===== config.mk =====
export PLATFORM = sky130hd
export DESIGN_NAME = mem_arbiter
export DESIGN_NICKNAME = d
export VERILOG_FILES = /design/src/rtl/mem_arbiter.sv
export SDC_FILE = /design/constraint.sdc
export NUM_CORES = 1
export LEC_CHECK = 0
export BUFFER_PORTS_ARGS = -buffer_cell sky130_fd_sc_hd__buf_4
export CAP_MARGIN = 0
export CORE_ASPECT_RATIO = 0.5
export CORE_UTILIZATION = 34
export CTS_CLUSTER_DIAMETER = 80
export CTS_CLUSTER_SIZE = 25
export DETAILED_ROUTE_END_ITERATION = 6
export PLACE_DENSITY = 0.85
export SLEW_MARGIN = 20
export SYNTH_ARGS = -nofsm -noshare
export SYNTH_HDL_FRONTEND = slang
export SYNTH_SLANG_ARGS = --single-unit

===== constraint.sdc =====
create_clock -name clk -period 3.3 [get_ports clk]
set_input_delay 0.33 -clock clk [delete_from_list [all_inputs] [get_ports clk]]
set_output_delay 0.33 -clock clk [all_outputs]
set_load 0.05 [all_outputs]

===== src/rtl/mem_arbiter.sv =====
// Two-port round-robin arbiter in front of the shared main memory.
// Port 0 is the I-cache, port 1 the D-cache. A grant with lock set keeps the
// granted port as owner for the rest of a burst. A MEM_LAT-deep tag pipe
// routes each read's return to the port that issued it.
module mem_arbiter #(
  parameter int unsigned MEM_LAT = 2
) (
  input  logic        clk,
  input  logic        rst,
  input  logic        req0,
  input  logic        req1,
  input  logic        wr0,
  input  logic        wr1,
  input  logic        lock0,
  input  logic        lock1,
  input  logic [15:0] addr0,
  input  logic [15:0] addr1,
  input  logic [15:0] wdata0,
  input  logic [15:0] wdata1,
  output logic        gnt0,
  output logic        gnt1,
  output logic        rvalid0,
  output logic        rvalid1,
  output logic [15:0] rdata,
  output logic        mem_rd,
  output logic        mem_wr,
  output logic [15:0] mem_addr,
  output logic [15:0] mem_data_wr,
  input  logic [15:0] mem_data_rd,
  input  logic        mem_stall
);

  typedef enum logic [1:0] {
    IDLE = 2'd0,
    OWN0 = 2'd1,
    OWN1 = 2'd2
  } state_t;

  state_t state, state_nxt;
  logic   prio, prio_nxt;

  logic        sel;
  logic        active;
  logic        sel_wr;
  logic        sel_lock;
  logic [15:0] sel_addr;
  logic [15:0] sel_wdata;
  logic        gnt_any;

  logic [MEM_LAT-1:0] tag_v;
  logic [MEM_LAT-1:0] tag_id;

  // Pick the port presented to memory; an owner excludes the other port.
  // Outputs are forced idle while reset is asserted.
  always_comb begin
    sel    = 1'b0;
    active = 1'b0;
    case (state)
      IDLE: begin
        sel    = (req0 && req1) ? prio : req1;
        active = req0 | req1;
      end
      OWN0: begin
        sel    = 1'b0;
        active = req0;
      end
      OWN1: begin
        sel    = 1'b1;
        active = req1;
      end
      default: begin
        sel    = 1'b0;
        active = 1'b0;
      end
    endcase
    if (!rst) active = 1'b0;
  end

  assign sel_wr    = sel ? wr1    : wr0;
  assign sel_lock  = sel ? lock1  : lock0;
  assign sel_addr  = sel ? addr1  : addr0;
  assign sel_wdata = sel ? wdata1 : wdata0;

  assign gnt_any     = active & ~mem_stall;
  assign gnt0        = gnt_any & ~sel;
  assign gnt1        = gnt_any & sel;
  assign mem_rd      = active & ~sel_wr;
  assign mem_wr      = active & sel_wr;
  assign mem_addr    = active ? sel_addr  : '0;
  assign mem_data_wr = active ? sel_wdata : '0;

  assign rdata   = mem_data_rd;
  assign rvalid0 = tag_v[MEM_LAT-1] & ~tag_id[MEM_LAT-1];
  assign rvalid1 = tag_v[MEM_LAT-1] &  tag_id[MEM_LAT-1];

  // Next ownership state and round-robin priority.
  always_comb begin
    state_nxt = state;
    prio_nxt  = prio;
    if (gnt_any) begin
      prio_nxt  = ~sel;
      state_nxt = sel_lock ? (sel ? OWN1 : OWN0) : IDLE;
    end else if (state == OWN0 && !req0 && !lock0) begin
      state_nxt = IDLE;
    end else if (state == OWN1 && !req1 && !lock1) begin
      state_nxt = IDLE;
    end
  end

  // State and priority registers; D-cache has priority out of reset.
  always_ff @(posedge clk or negedge rst) begin
    if (!rst) begin
      state <= IDLE;
      prio  <= 1'b1;
    end else begin
      state <= state_nxt;
      prio  <= prio_nxt;
    end
  end

  // Read-return tag pipe; shifts every cycle independent of mem_stall.
  always_ff @(posedge clk or negedge rst) begin
    if (!rst) begin
      tag_v  <= '0;
      tag_id <= '0;
    end else begin
      tag_v[0]  <= gnt_any & ~sel_wr;
      tag_id[0] <= sel;
      for (int unsigned i = 1; i < MEM_LAT; i++) begin
        tag_v[i]  <= tag_v[i-1];
        tag_id[i] <= tag_id[i-1];
      end
    end
  end

endmodule


After elaboration in Yosys (flattened, before gate mapping)
Cells that the tools add are included.
- reduce and logical (&&, ||, !) cells: 11
- mux-type cells: 15
- equality and inequality tests: 2
- bitwise logic cells: 13
- operators by type and width (kind ; number):
    two-way mux 16 bit ; 4
    two-way mux 2 bit ; 5
    AND 1 bit ; 8
    logical AND 1 bit ; 5
    logical NOT 1 bit ; 4
    two-way mux 1 bit ; 4
    NOT 1 bit ; 4
    one-hot mux 1 bit (3 select lines) ; 1
    nonzero test 3 bit ; 1
    equality test 2 x 1 -> 1 bit, second input constant ; 1
    equality test 2 bit, second input constant ; 1
    logical NOT 2 bit ; 1
    one-hot mux 1 bit (2 select lines) ; 1
    bitwise OR 1 bit ; 1
- logic and storage cells: 45
- output and inout bits: 54
- register bits after elaboration: 7
- input bits: 89

Logic depth before layout (Yosys ltp)
Gate-level depths: netlist of run 1.
- depth after elaboration: 6
- gate-level depth with buffers: 5
- mapped depth without buffers: 3

Worst setup path before layout of run 1
OpenSTA, ideal clock, no wires.
- kind: register -> output
- from: register state[1]
- to: output mem_addr[0]
- path buffers: 1
- cell stages (with the launch flop): 5
- path slack: 1.066 ns
- data required time: 2.970 ns
- arrival: 1.904 ns
- cells stage by stage: dfrtp_1 > nor3b_2 > clkbuf_2 > o21ai_0 > a21oi_1
- word-level cells in the longest chain between the ends: 4
- elaborated cells on any way between the ends: 8
- classes of those cells: eq/ne: 2; mux: 5; reduce/logical: 1
- RTL lines (what ; line ; source):
    start: declaration ; 39 ; state_t state, state_nxt;
    start signal: assignment ; 116 ; state <= state_nxt;
    equality test 2 bit, or another cell as far along ; 58 ; case (state)
    one-hot mux 1 bit (3 select lines) / one-hot mux 1 bit (2 select lines) (equally long branches) ; 58 ;
    two-way mux 1 bit / two-way mux 16 bit (equally long branches) ; 76, 81 ;
    two-way mux 16 bit * ; 89 ; assign mem_addr = active ? sel_addr : '0;
    end: declaration ; 27 ; output logic [15:0] mem_addr,
Every way passes the cells marked *; elsewhere a longest branch is shown, timed or not.

Worst setup path in the final report of run 1
- from: register state[1]
- to: output mem_addr[10]
The elaborated chain is that of the path after synthesis.

==> flow_metrics.env, run 1 <==
export IMPL_wl_per_cell_microns=15.2
export IMPL_powerDensity_mw_per_mm2=407
export IMPL_synth_avg_cell_area_sq_um=6.52
export IMPL_grt_overflow_total=0
export IMPL_dr_pass1_iters=4
export IMPL_tightestPinTransition_ns=0.697
export IMPL_die_x_microns=81.3
export IMPL_period_needed_ns=2.62
export IMPL_whs_path_depth=2
export IMPL_synth_cell_area_sq_mm=0.00107
export IMPL_htreeDepth=1
export IMPL_root_buffer="clkbuf_8"
export IMPL_placed_area_sq_mm=0.00177
export IMPL_ys_types=26
export IMPL_critPathCaptureType="output port"
export IMPL_synth_seq_cells=7
export IMPL_via_per_inst=5.59
export IMPL_holdCritPathClass="input pin to flop"
export IMPL_synth_mux_area_fraction_pct=0
export IMPL_die_area_sq_mm=0.00339
export IMPL_cts_setup_buffers=0
export IMPL_first_global_vias=1477
export IMPL_min_to="state[1]"
export IMPL_clkSinkCount=7
export IMPL_synth_fp_nets=253
export IMPL_synth_simple_area_share_pct=26.4
export IMPL_worstReg2RegEnd="state[1]"
export IMPL_wl_mm=4.35
export IMPL_r2r_slack_ns=1.46
export IMPL_fin_skew_ns=0.00320
export IMPL_portBuffers=110
export IMPL_syn_to_final_growth_pct=70.6
export IMPL_synthAdderAreaFrac_pct=0
export IMPL_grt_max_degree=35
export IMPL_diodes=0
export IMPL_reg2reg_from="state[1]"
export IMPL_worst_r2r_path_depth=4
export IMPL_gp_congestion=0.809
export IMPL_p_leak_nw=0.884
export IMPL_status="complete, no violations"
export IMPL_n_fill_cell=226
export IMPL_antenna_found_initial=0
export IMPL_max_clock_path_buffers=2
export IMPL_ys_seq_area_share_pct=16.5
export IMPL_synth_xor_area_share_pct=0
export IMPL_clkTransAtPathRegs_ns=0.04
export IMPL_io_pins=143
export IMPL_post_route_drc_count=0
export IMPL_rsz0062_at_grt="false"
export IMPL_cp_required_ns=2.97
export IMPL_fmax_mhz=382
export IMPL_cts_resized_gates=0
export IMPL_finalWorstSetupSlack_ns=0.679
export IMPL_slew_violations=0
export IMPL_die_h_microns=41.7
export IMPL_pre_cts_slack_ns=0.909
export IMPL_hold_viol_final=0
export IMPL_final_nets=339
export IMPL_initialDrtViolationCount=68
export IMPL_clkLatencyLatePin_ns=0.23
export IMPL_min_delay_start="lock1"
export IMPL_worstPathArrival_ns=2.29
export IMPL_drv_cap=0
export IMPL_tns_ns=0
export IMPL_grt_use_total_pct=24.7
export IMPL_fin_area_sq_mm=0.00183
export IMPL_drive_gt1_share_pct=50.6
export IMPL_netlist_instances=164
export IMPL_numCtsBuffers=3
export IMPL_worstSetupPathType="flop to output port"
export IMPL_fin_util_pct=65.6
export IMPL_initial_core_util_pct=38.5
export IMPL_dp_hpwl_mm=3.13
export IMPL_core_area_sq_mm=0.00278
export IMPL_start_kind="flop"
export IMPL_synth_compound_area_share_pct=37.5
export IMPL_peakVddDrop_mv=0.390
export IMPL_postRouteAntennaNets=0
export IMPL_finalHoldWorstSlack_ns=0.325
export IMPL_synth_top_family_by_area="compound AO/OA/AOI/OAI gates"
export IMPL_timing_slew_headroom_pct=53.5
export IMPL_placementRows=13
export IMPL_yosysWarnings=0
export IMPL_setup_violations=0
export IMPL_cp_max_fo=24
export IMPL_grt_pass1_wl_mm=6.53
export IMPL_via_count=1598
export IMPL_cts_tree="done"
export IMPL_post_route_period_util_pct=79.4
export IMPL_ctsHoldBuffers=1
[critical path: stages (launching register included)]
cell     delay [ns]
dfrtp_1        0.45
nor3b_2        0.59
buf_4          0.37
o21ai_0        0.18
a21oi_1        0.24
buf_4          0.23
[placed cells by master, fill, tap and decap left out, drive strengths merged, types with 2 or more instances in the layout]
cell type / n
dfrtp: 6
nor3b: 3
clkbuf: 4
nand3: 33
a21oi: 34
nor2: 2
inv: 2
buf: 113
o21ai: 34
nor2b: 3
o21bai: 2
[state kept, by name, summed over array words and instances, names as in the netlist]
signal	count
state	2
prio	1
tag_id	2
tag_v	2
[Yosys cell counts]
library cell | instances | area share (%)
buf_4 | 16 | 11
nor3b_2 | 3 | 3.5
dfrtp_1 | 6 | 14
nor2_1 | 2 | 0.70
o21ai_0 | 33 | 15
a32o_1 | 1 | 0.94
buf_2 | 11 | 5.1
nor2b_1 | 3 | 1.8
o31a_1 | 1 | 0.82
and2_1 | 1 | 0.59
clkbuf_1 | 3 | 1.1
nand3_1 | 33 | 15
clkbuf_2 | 3 | 1.4
and3_4 | 1 | 1.1
dfstp_2 | 1 | 2.5
o21ai_1 | 1 | 0.47
or3_1 | 1 | 0.59
or3b_1 | 1 | 0.82
o2111ai_1 | 1 | 0.82
o21ba_2 | 1 | 0.94
o2bb2ai_1 | 1 | 0.82
o21bai_1 | 2 | 1.4
a21oi_1 | 34 | 16
inv_1 | 2 | 0.70
nor4b_2 | 1 | 1.4
nand2b_1 | 1 | 0.59
[layer usage]
metal	vias to the layer above	part of all wire, %	track usage, %
met5	-	0	0
met4	0	3.6	13.2
met3	28	5.2	3.30
met2	69	54	48.5
met1	751	37	25.0
li1	750	-	-
[report_power, final]
group          total [mW]  internal [mW]  switching [mW]
Clock               0.122         0.0837          0.0388
Combinational       0.509          0.177           0.333
Sequential          0.111          0.101          0.0103
[cell type report]
type | instances | area (sq um) | share of cell area [%]
multi-input cells | 122 | 692 | 37.9
repair buffers | 114 | 858 | 47.0
well taps | 37 | 46.3 | 2.54
clock buffers | 4 | 45.0 | 2.47
flip-flops and latches | 7 | 176 | 9.66
inverters | 2 | 7.51 | 0.411
[how the worst max path moves through the flow]
stage	startpoint	endpoint	slack, ns	cells after the start
global route	state[1]	mem_addr[10]	0.58	5
CTS	state[1]	mem_rd	0.66	4
finish	state[1]	mem_addr[10]	0.68	5
floorplan	state[1]	mem_addr[0]	1.07	4
global placement	state[1]	mem_rd	0.96	4
detailed placement	state[1]	mem_rd	0.91	4
[kinds of logic after synthesis]
kind of cell,after synthesis
AOI/OAI and AO/OA,75
buffers and inverters,35
DFF,7
and+or+nand+nor,47
[stage by stage]
step / power (mW) / instances
6_report: 0.743 / 286
5_1_grt: 0.784 / 286
4_1_cts: 0.743 / 286
3_5_place_dp: 0.615 / 281
3_3_place_gp: 0.604 / 281
2_1_floorplan: 0.499 / 164
Power figures use the tool's default switching activity.
==> run 2: changes to the inputs <==
- ABC_AREA: unset -> 1
- PLACE_DENSITY: 0.85 -> 0.8
- clock period: 3.3 -> 2.8 ns (I/O delays scaled with it)
==> run 2 against run 1 <==
- clock-buffer cell count did not move
- clock power rose by 22%
- combinational power rose by 130%
- critical path depth rose by 3
- register-to-register slack got worse by 0.07 ns
- sequential power rose by 50%
- area after synthesis rose by 13%
- flip-flop and latch count did not move
- routed wire length fell by 17%
- synthesized cell count rose by 6.7%
- non-clock buffer count fell by 2
- largest cell class unchanged
==> flow_metrics.env, run 2 <==
export IMPL_status="complete, no violations"
export IMPL_syn_to_final_growth_pct=57.2
export IMPL_powerDensity_mw_per_mm2=787
export IMPL_worstReg2RegEnd="tag_v[0]"
export IMPL_reg_top3="state (2), tag_id (2), tag_v (2)"
export IMPL_portBuffers=110
export IMPL_internal_power_mw=0.588
export IMPL_holdCritPathClass="input pin to flop"
export IMPL_fmax_mhz=433
export IMPL_reg2reg_from="prio"
export IMPL_core_area_sq_mm=0.00319
export IMPL_cts_setup_buffers=0
export IMPL_combPwrFrac_pct=78.9
export IMPL_grt_use_total_pct=18.6
export IMPL_antenna_found_initial=0
export IMPL_netSwitchingFraction_pct=60.7
export IMPL_setup_violations=0
export IMPL_timing_slew_headroom_pct=63.5
export IMPL_initial_core_util_pct=37.9
export IMPL_synth_common_cells="nor2_1, o21ai_2, buf_4, nor2_2, nand2_1"
export IMPL_post_route_drc_count=0
export IMPL_root_buffer="clkbuf_8"
export IMPL_htreeDepth=1
export IMPL_cp_required_ns=2.52
export IMPL_rsz0062_at_grt="false"
export IMPL_cp_max_fo=33
export IMPL_cts_resized_gates=0
export IMPL_wl_per_cell_microns=11.6
export IMPL_diodes=0
export IMPL_via_count=1410
export IMPL_start_kind="flop"
export IMPL_min_delay_start="lock0"
export IMPL_tightestPinTransition_ns=0.547
export IMPL_die_x_microns=86.3
export IMPL_final_nets=355
export IMPL_yosysTopAreaCell="o21ai_2"
export IMPL_via_per_inst=4.50
export IMPL_synth_edff_count=0
export IMPL_netlist_instances=175
export IMPL_die_h_microns=44.2
export IMPL_whs_path_depth=3
export IMPL_initialDrtViolationCount=78
export IMPL_mostFrequentLayoutCells="buf_4, nor2_1, o21ai_2"
export IMPL_critPathCaptureType="output port"
export IMPL_synth_top_area_share_pct=22.5
export IMPL_synth_fp_nets=264
export IMPL_synth_async_reset_ratio_pct=100
export IMPL_tns_ns=0
export IMPL_grt_overflow_total=0
export IMPL_clkSinkCount=7
export IMPL_drive_gt1_share_pct=65.3
export IMPL_netSwitchingPower_mw=0.909
export IMPL_power_frac_clock_pct=10.0
export IMPL_ys_types=19
export IMPL_synth_seq_cells=7
export IMPL_ys_seq_area_share_pct=14.6
export IMPL_cts_tree="done"
export IMPL_grt_max_degree=34
export IMPL_synth_flop_cell="dfrtp_1"
export IMPL_worst_r2r_path_depth=7
export IMPL_post_route_period_util_pct=82.6
export IMPL_dr_pass1_iters=5
export IMPL_yosys_top_cells_area="o21ai_2, nor2_1, dfrtp_1"
export IMPL_power_frac_seq_pct=11.1
export IMPL_gp_congestion=0.768
export IMPL_io_pins=143
export IMPL_max_clock_path_buffers=2
export IMPL_drv_cap=0
export IMPL_mostFrequentLayoutCell="buf_4"
export IMPL_synth_most_common_cell="nor2_1"
export IMPL_dp_hpwl_mm=2.86
export IMPL_die_area_sq_mm=0.00381
export IMPL_clkLatencyLatePin_ns=0.24
export IMPL_min_to="state[0]"
export IMPL_peakVddDrop_mv=0.309
export IMPL_slew_violations=0
export IMPL_postRouteAntennaNets=0
export IMPL_period_needed_ns=2.31
export IMPL_worstPathArrival_ns=2.03
export IMPL_yosysWarnings=0
export IMPL_synth_avg_cell_area_sq_um=6.91
export IMPL_grt_pass1_wl_mm=5.71
export IMPL_synth_cell_area_sq_mm=0.00121
export IMPL_finalHoldWorstSlack_ns=0.276
export IMPL_wl_mm=3.63
export IMPL_first_global_vias=1336
export IMPL_fin_skew_ns=0.00619
export IMPL_p_leak_nw=1.01
export IMPL_clkTransAtPathRegs_ns=0.05
export IMPL_hold_viol_final=0
export IMPL_worstSetupPathType="flop to output port"
export IMPL_placementRows=14
export IMPL_numCtsBuffers=3
export IMPL_r2r_slack_ns=1.39
run 2: logic make-up after synthesis:
family / count (synthesis) / synth area share, %
and+or+nand+nor: 97 / 36.9
buffers and inverters: 37 / 24.8
AOI/OAI and AO/OA: 34 / 23.7
DFF: 7 / 14.6
run 2: repair_timing:
item,4_1_cts,5_1_grt
setup endpoints to repair,0,0
hold buffers,1,0
hold endpoints to repair,6,0
run 2: critical path, stage by stage (launching register included):
cell	delay, ns
dfstp_2	0.53
inv_1	0.04
nand2_1	0.06
nand2_2	0.07
nand2_4	0.32
inv_2	0.33
nor2_1	0.20
nor2_2	0.06
buf_4	0.18
run 2: how the worst max path moves through the flow:
stage | start | end | slack (ns)
floorplan | prio | mem_wr | 0.82
global placement | prio | mem_data_wr[5] | 0.78
detailed placement | prio | mem_data_wr[6] | 0.72
CTS | prio | mem_data_wr[6] | 0.47
global route | prio | mem_addr[5] | 0.33
finish | prio | mem_data_wr[5] | 0.49
run 2: power groups by stage:
stage	combinational (mW)	sequential [mW]	clock, mW
2_1_floorplan	1.06	0.160	0
3_3_place_gp	1.16	0.164	0
3_5_place_dp	1.19	0.167	0
4_1_cts	1.19	0.166	0.149
5_1_grt	1.26	0.170	0.153
6_report	1.18	0.166	0.149
run 2: cell type report:
class                           instances  area, sq um
Timing Repair Buffer                  112          843
Inverter                               11         43.8
Multi-Input combinational cell        131          732
Fill cell                             301         1290
Tap cell                               48         60.1
Sequential cell                         7          176
Clock buffer                            4         45.0
run 2: metal layers:
metal	vias up	GRT usage [%]	share of wire, %
met4	0	6.67	0.77
met5	-	0	0
met2	41	36.2	58
li1	709	-	-
met3	8	4.66	5.0
met1	652	20.2	37
run 2: stage by stage:
stage	power, mW	instance area (sq um)	worst slack [ns]	utilization (%)	cells
2_1_floorplan	1.22	1210	0.818	-	175
3_3_place_gp	1.33	1850	0.780	57.9	308
3_5_place_dp	1.35	1850	0.722	57.9	308
4_1_cts	1.50	1900	0.474	59.6	313
5_1_grt	1.58	1900	0.331	59.6	313
6_report	1.50	1900	0.488	59.6	313
